[config.mk]
export PLATFORM = sky130hd
export DESIGN_NAME = next_pc_predictor
export DESIGN_NICKNAME = d
export VERILOG_FILES = /design/src/rtl/next_pc_predictor.sv
export SDC_FILE = /design/constraint.sdc
export NUM_CORES = 2
export LEC_CHECK = 0
export ABC_AREA = 1
export BUFFER_PORTS_ARGS = -buffer_cell sky130_fd_sc_hd__buf_2
export CORE_ASPECT_RATIO = 1.2
export CORE_UTILIZATION = 45
export CTS_BUF_LIST = sky130_fd_sc_hd__clkbuf_8
export DETAILED_ROUTE_END_ITERATION = 16
export PLACE_DENSITY = 0.64
export SLEW_MARGIN = 10
export SYNTH_ARGS = -nofsm -noshare
export SYNTH_HDL_FRONTEND = slang
export SYNTH_SLANG_ARGS = --single-unit
export TNS_END_PERCENT = 100
[constraint.sdc]
create_clock -name clk -period 7.9 [get_ports clk]
set_clock_uncertainty 0.05 [all_clocks]
set_input_delay 1.185 -clock clk [delete_from_list [all_inputs] [get_ports clk]]
set_output_delay 1.185 -clock clk [all_outputs]
set_load 0.03 [all_outputs]
[src/rtl/next_pc_predictor.sv]
// Fetch-side next-PC generator: direct-mapped BTB with 2-bit counters plus mispredict redirect.
// Optional macro PRED_STATS_EN adds branch / mispredict event counters.
module next_pc_predictor #(
   parameter int IDX_BITS = 4
) (
   input  logic        clk,
   input  logic        reset,
   input  logic [31:0] pc_current,
   output logic [31:0] next_pc,
   output logic        pred_taken,
   output logic [31:0] pred_target,
   input  logic        upd_valid,
   input  logic [31:0] upd_pc,
   input  logic        upd_taken,
   input  logic [31:0] upd_target,
   input  logic        upd_pred_taken,
   input  logic [31:0] upd_pred_target,
   output logic        flush
`ifdef PRED_STATS_EN
   ,
   output logic [31:0] stat_branches,
   output logic [31:0] stat_mispredicts
`endif
);

   localparam int TAG_BITS = 30 - IDX_BITS;
   localparam int ENTRIES  = 1 << IDX_BITS;

   logic                r_valid  [ENTRIES];
   logic [TAG_BITS-1:0] r_tag    [ENTRIES];
   logic [31:0]         r_target [ENTRIES];
   logic [1:0]          r_ctr    [ENTRIES];

   logic [IDX_BITS-1:0] w_idx;
   logic [TAG_BITS-1:0] w_tag;
   logic [IDX_BITS-1:0] w_upd_idx;
   logic [TAG_BITS-1:0] w_upd_tag;
   logic [31:0]         w_pc_plus4;
   logic [31:0]         w_upd_pc_plus4;
   logic                w_hit;
   logic                w_upd_hit;
   logic [1:0]          w_upd_ctr;
   logic [1:0]          w_ctr_next;
   logic                w_mispredict;
   logic [3:0]          w_unused_low_bits;

   assign w_idx             = pc_current[IDX_BITS+1:2];
   assign w_tag             = pc_current[31:IDX_BITS+2];
   assign w_upd_idx         = upd_pc[IDX_BITS+1:2];
   assign w_upd_tag         = upd_pc[31:IDX_BITS+2];
   assign w_pc_plus4        = pc_current + 32'd4;
   assign w_upd_pc_plus4    = upd_pc + 32'd4;
   assign w_unused_low_bits = {pc_current[1:0], upd_pc[1:0]};

   // Zero-latency lookup; sees pre-update contents when indices collide
   always_comb begin
      w_hit       = 1'b0;
      pred_taken  = 1'b0;
      pred_target = w_pc_plus4;
      if (r_valid[w_idx] && (r_tag[w_idx] == w_tag)) begin
         w_hit = 1'b1;
      end else begin
         w_hit = 1'b0;
      end
      if (w_hit && r_ctr[w_idx][1]) begin
         pred_taken  = 1'b1;
         pred_target = r_target[w_idx];
      end else begin
         pred_taken  = 1'b0;
         pred_target = w_pc_plus4;
      end
   end

   // Mispredict detection and redirect priority over the prediction
   always_comb begin
      w_mispredict = 1'b0;
      next_pc      = pred_target;
      if (upd_valid && ((upd_taken != upd_pred_taken) ||
                        (upd_taken && (upd_target != upd_pred_target)))) begin
         w_mispredict = 1'b1;
      end else begin
         w_mispredict = 1'b0;
      end
      if (w_mispredict) begin
         next_pc = upd_taken ? upd_target : w_upd_pc_plus4;
      end else begin
         next_pc = pred_target;
      end
   end

   assign flush = w_mispredict;

   // Update-side hit test and saturating counter step
   always_comb begin
      w_upd_hit  = 1'b0;
      w_upd_ctr  = r_ctr[w_upd_idx];
      w_ctr_next = w_upd_ctr;
      if (r_valid[w_upd_idx] && (r_tag[w_upd_idx] == w_upd_tag)) begin
         w_upd_hit = 1'b1;
      end else begin
         w_upd_hit = 1'b0;
      end
      case (upd_taken)
         1'b1:    w_ctr_next = (w_upd_ctr == 2'b11) ? 2'b11 : (w_upd_ctr + 2'd1);
         1'b0:    w_ctr_next = (w_upd_ctr == 2'b00) ? 2'b00 : (w_upd_ctr - 2'd1);
         default: w_ctr_next = w_upd_ctr;
      endcase
   end

   // BTB storage: reset dominates any same-cycle update
   always_ff @(posedge clk) begin
      if (reset) begin
         for (int i = 0; i < ENTRIES; i++) begin
            r_valid[i]  <= 1'b0;
            r_tag[i]    <= '0;
            r_target[i] <= 32'd0;
            r_ctr[i]    <= 2'b01;
         end
      end else if (upd_valid) begin
         if (w_upd_hit) begin
            r_ctr[w_upd_idx] <= w_ctr_next;
            if (upd_taken) begin
               r_target[w_upd_idx] <= upd_target;
            end
         end else if (upd_taken) begin
            r_valid[w_upd_idx]  <= 1'b1;
            r_tag[w_upd_idx]    <= w_upd_tag;
            r_target[w_upd_idx] <= upd_target;
            r_ctr[w_upd_idx]    <= 2'b10;
         end
      end
   end

`ifdef PRED_STATS_EN
   logic [31:0] r_stat_branches;
   logic [31:0] r_stat_mispredicts;

   // Event counters, wrapping naturally at 2^32
   always_ff @(posedge clk) begin
      if (reset) begin
         r_stat_branches    <= 32'd0;
         r_stat_mispredicts <= 32'd0;
      end else begin
         if (upd_valid) begin
            r_stat_branches <= r_stat_branches + 32'd1;
         end
         if (w_mispredict) begin
            r_stat_mispredicts <= r_stat_mispredicts + 32'd1;
         end
      end
   end

   assign stat_branches    = r_stat_branches;
   assign stat_mispredicts = r_stat_mispredicts;
`endif

endmodule

==> qor.txt <==
Setup Crit Path Kind: in -> out
Critical Path End Type: output port
Max Buffers Root-to-Sink: 3
Met1 usage: 43.9%
Leak pwr: 0.0249 uW
Root buffer cell: clkbuf_8
Relative slew slack: 14.0%
Peak Freq: 0.145 GHz
Worst-path clk slew: 70 ps
Pwr Density: 206 mW/mm^2
Drt initial violations: 7558
Sequential area share after synthesis: 54.6%
Maximum vdd drop: 141 uV
Number of global-route vias before repair: 44700
Final Max Tran Viols: 0
Input/output buffers: 198
Area Overhead vs Synth: 9.03%
Top-area cell type share of the netlist area: 54.0%
CP max FO: 180
Drt pass-1 iters: 7
Dominant synthesized flop cell: edfxtp_1
Final net count: 6689
Initial antenna violation count: 23
Final wirelength: 213000 um
Commonest cells post-synth: nand2_1, nor2_1, edfxtp_1, nand3_1, inv_1
Pre-CTS setup slack: 1340 ps
Critical Path RT: 6660 ps
Synth Register Bits: 976
WL/cell: 25.9 um
Worst Max-Slew Pin Slew: 1290 ps
Antenna Nets Post-Route: 0
Synth Cell Area: 0.0534 sq mm
Final Worst Setup Slack: 985 ps
Most frequent cell after synthesis: nand2_1
Tmin final: 6910 ps
Worst Hold Class: reg -> reg
GR Util met2: 53.5%
Layout cells sized above 1: 9.34%
PostCTS Resize Cnt: 0
Switching share of power: 29.7%
Hold depth: 2
Sequential group share of total power: 50.4%
Yosys warning total: 0
Avg Vias per Cell: 5.91
CTS buffer count: 162
NetSw: 3560 uW
Die height: 379 um
Placed insts: 7927
Finished Layout Cells: 8220
Outcome: finished, final reports clean
Syn Inst Count: 6538
HPWL after DPL: 128000 um
RSZ-0062 raised after global routing: false
H-Tree Depth: 4
Synth async-reset ratio: 0%
Startpoint Class: input pin
Largest area contributor in the synthesized netlist: edfxtp_1
Average size of a mapped cell: 8.16 sq um
Skew-Pair Late Insertion Delay: 930 ps
Final period util: 87.5%
Post CTS Setup Buffer Count: 0
DRC errors left: 0
Ports: 199
DR vias: 48600
GRT Resource Usage Total: 35.1%
Worst reg2reg path depth: 18
Cell Rows: 138
Max-cap check violation count: 0
Power share of the combinational group: 14.2%
GRT met3 Usage: 10.6%
GP Congestion: 1.02
Clock Sinks: 976
Core footprint: 0.118 sq mm
Layout Utilization: 49.4%
Post-synth EDFFs: 960
Final hold vios: 0
Initial Util: 45.3%
Synth Net Count: 6676
Largest net degree at the start of global routing: 181
Post-CTS Hold Fix Bufs: 0
Critical Path AT: 5680 ps
CTS tree: done
Int Pwr: 8410 uW
Area contributors post-synth: edfxtp_1, nand2_1, nor2_1
Grt ovf: 0
Hold WS: 431 ps
Top Usage Layer GRT: met2
Clk pwr share: 35.4%
Die area: 0.120 sq mm
Die span in x: 316 um
Final Setup Violations: 0
Setup TNS: 0 ps
First-pass GRT wire length: 303000 um
Synth cell types: 48
==> layer usage <==
metal	part of all wire [%]	wire length, um
met5	0.13	277
met4	6.3	13400
met3	14	29000
met2	44	93500
met1	36	76400
==> power groups by stage <==
stage	sequential, uW	clock (uW)	combinational (uW)
floorplan	6110	0	1020
global placement	6120	0	1630
detailed placement	6130	0	1640
CTS	6030	4230	1650
global route	6050	4440	1800
finish	6030	4240	1700
==> cells by family (layout without fill, tap and decap cells) <==
group,count (synthesis),after routing,share of synthesized area [%]
AND/OR/NAND/NOR,3784,3784,28.8
buffers and inverters,1041,1173,8.26
flip-flops,976,976,54.6
AO/OA/AOI/OAI,671,671,7.21
XOR/XNOR,61,61,1.00
adder cells (fa/ha/maj),5,5,0.117
other,0,10,0
==> stage by stage <==
stage               instance area, sq um  total power, uW
floorplan                          53400             7130
global placement                   55300             7750
detailed placement                 55300             7780
CTS                                58200            11900
global route                       58200            12300
finish                             58200            12000
==> registers in the layout (all words and copies together), names as in the netlist <==
signal    count
r_target    512
r_tag       416
r_ctr        32
r_valid      16
==> path summary, 6_finish.rpt <==
check / start / endpoint / slack, ps
max: pc_current[2] / next_pc[30] / 990
max reg2reg: r_tag[14][11] / r_tag[0][16] / 3320
min: r_valid[1] / r_valid[1] / 430
min reg2reg: r_valid[1] / r_valid[1] / 430
==> cell usage in the layout, fill, tap and decap left out, types with 11 or more instances in the layout <==
| master | n |
|---|---|
| a21oi_1 | 29 |
| a22o_1 | 20 |
| a31oi_1 | 27 |
| and2_1 | 22 |
| buf_12 | 12 |
| buf_2 | 194 |
| buf_4 | 99 |
| clkbuf_8 | 169 |
| clkinv_1 | 77 |
| clkinv_2 | 16 |
| dfxtp_1 | 16 |
| edfxtp_1 | 960 |
| inv_1 | 581 |
| nand2_1 | 1603 |
| nand2_2 | 50 |
| nand3_1 | 554 |
| nand4_1 | 13 |
| nor2_1 | 1449 |
| nor2_2 | 35 |
| nor3_1 | 20 |
| nor4_1 | 11 |
| o211ai_1 | 58 |
| o21ai_0 | 383 |
| o21ai_1 | 22 |
| o221ai_1 | 14 |
| o22ai_1 | 98 |
| xor2_1 | 59 |
==> layout make-up <==
type	instances	area, sq um
Fill cell	11300	59600
Sequential cell	976	29100
Multi-Input combinational cell	4521	20000
Clock buffer	169	2330
Inverter	582	2210
Timing Repair Buffer	308	2000
Tap cell	1540	1930
Clock inverter	114	592
Antenna cell	10	25.0
==> worst max-delay path: stages <==
cell	delay (ps)
buf_8	350
buf_12	540
ha_1	470
inv_1	160
nor2_1	200
nand2_1	140
nor2_1	210
nand2_1	140
nor3_1	150
buf_4	240
nand4_1	240
nor3_1	260
xor2_1	260
inv_1	70
nand2_1	90
nand3_1	100
nand2_1	270
buf_2	260
Note: power is estimated with default switching activity, not from simulation.
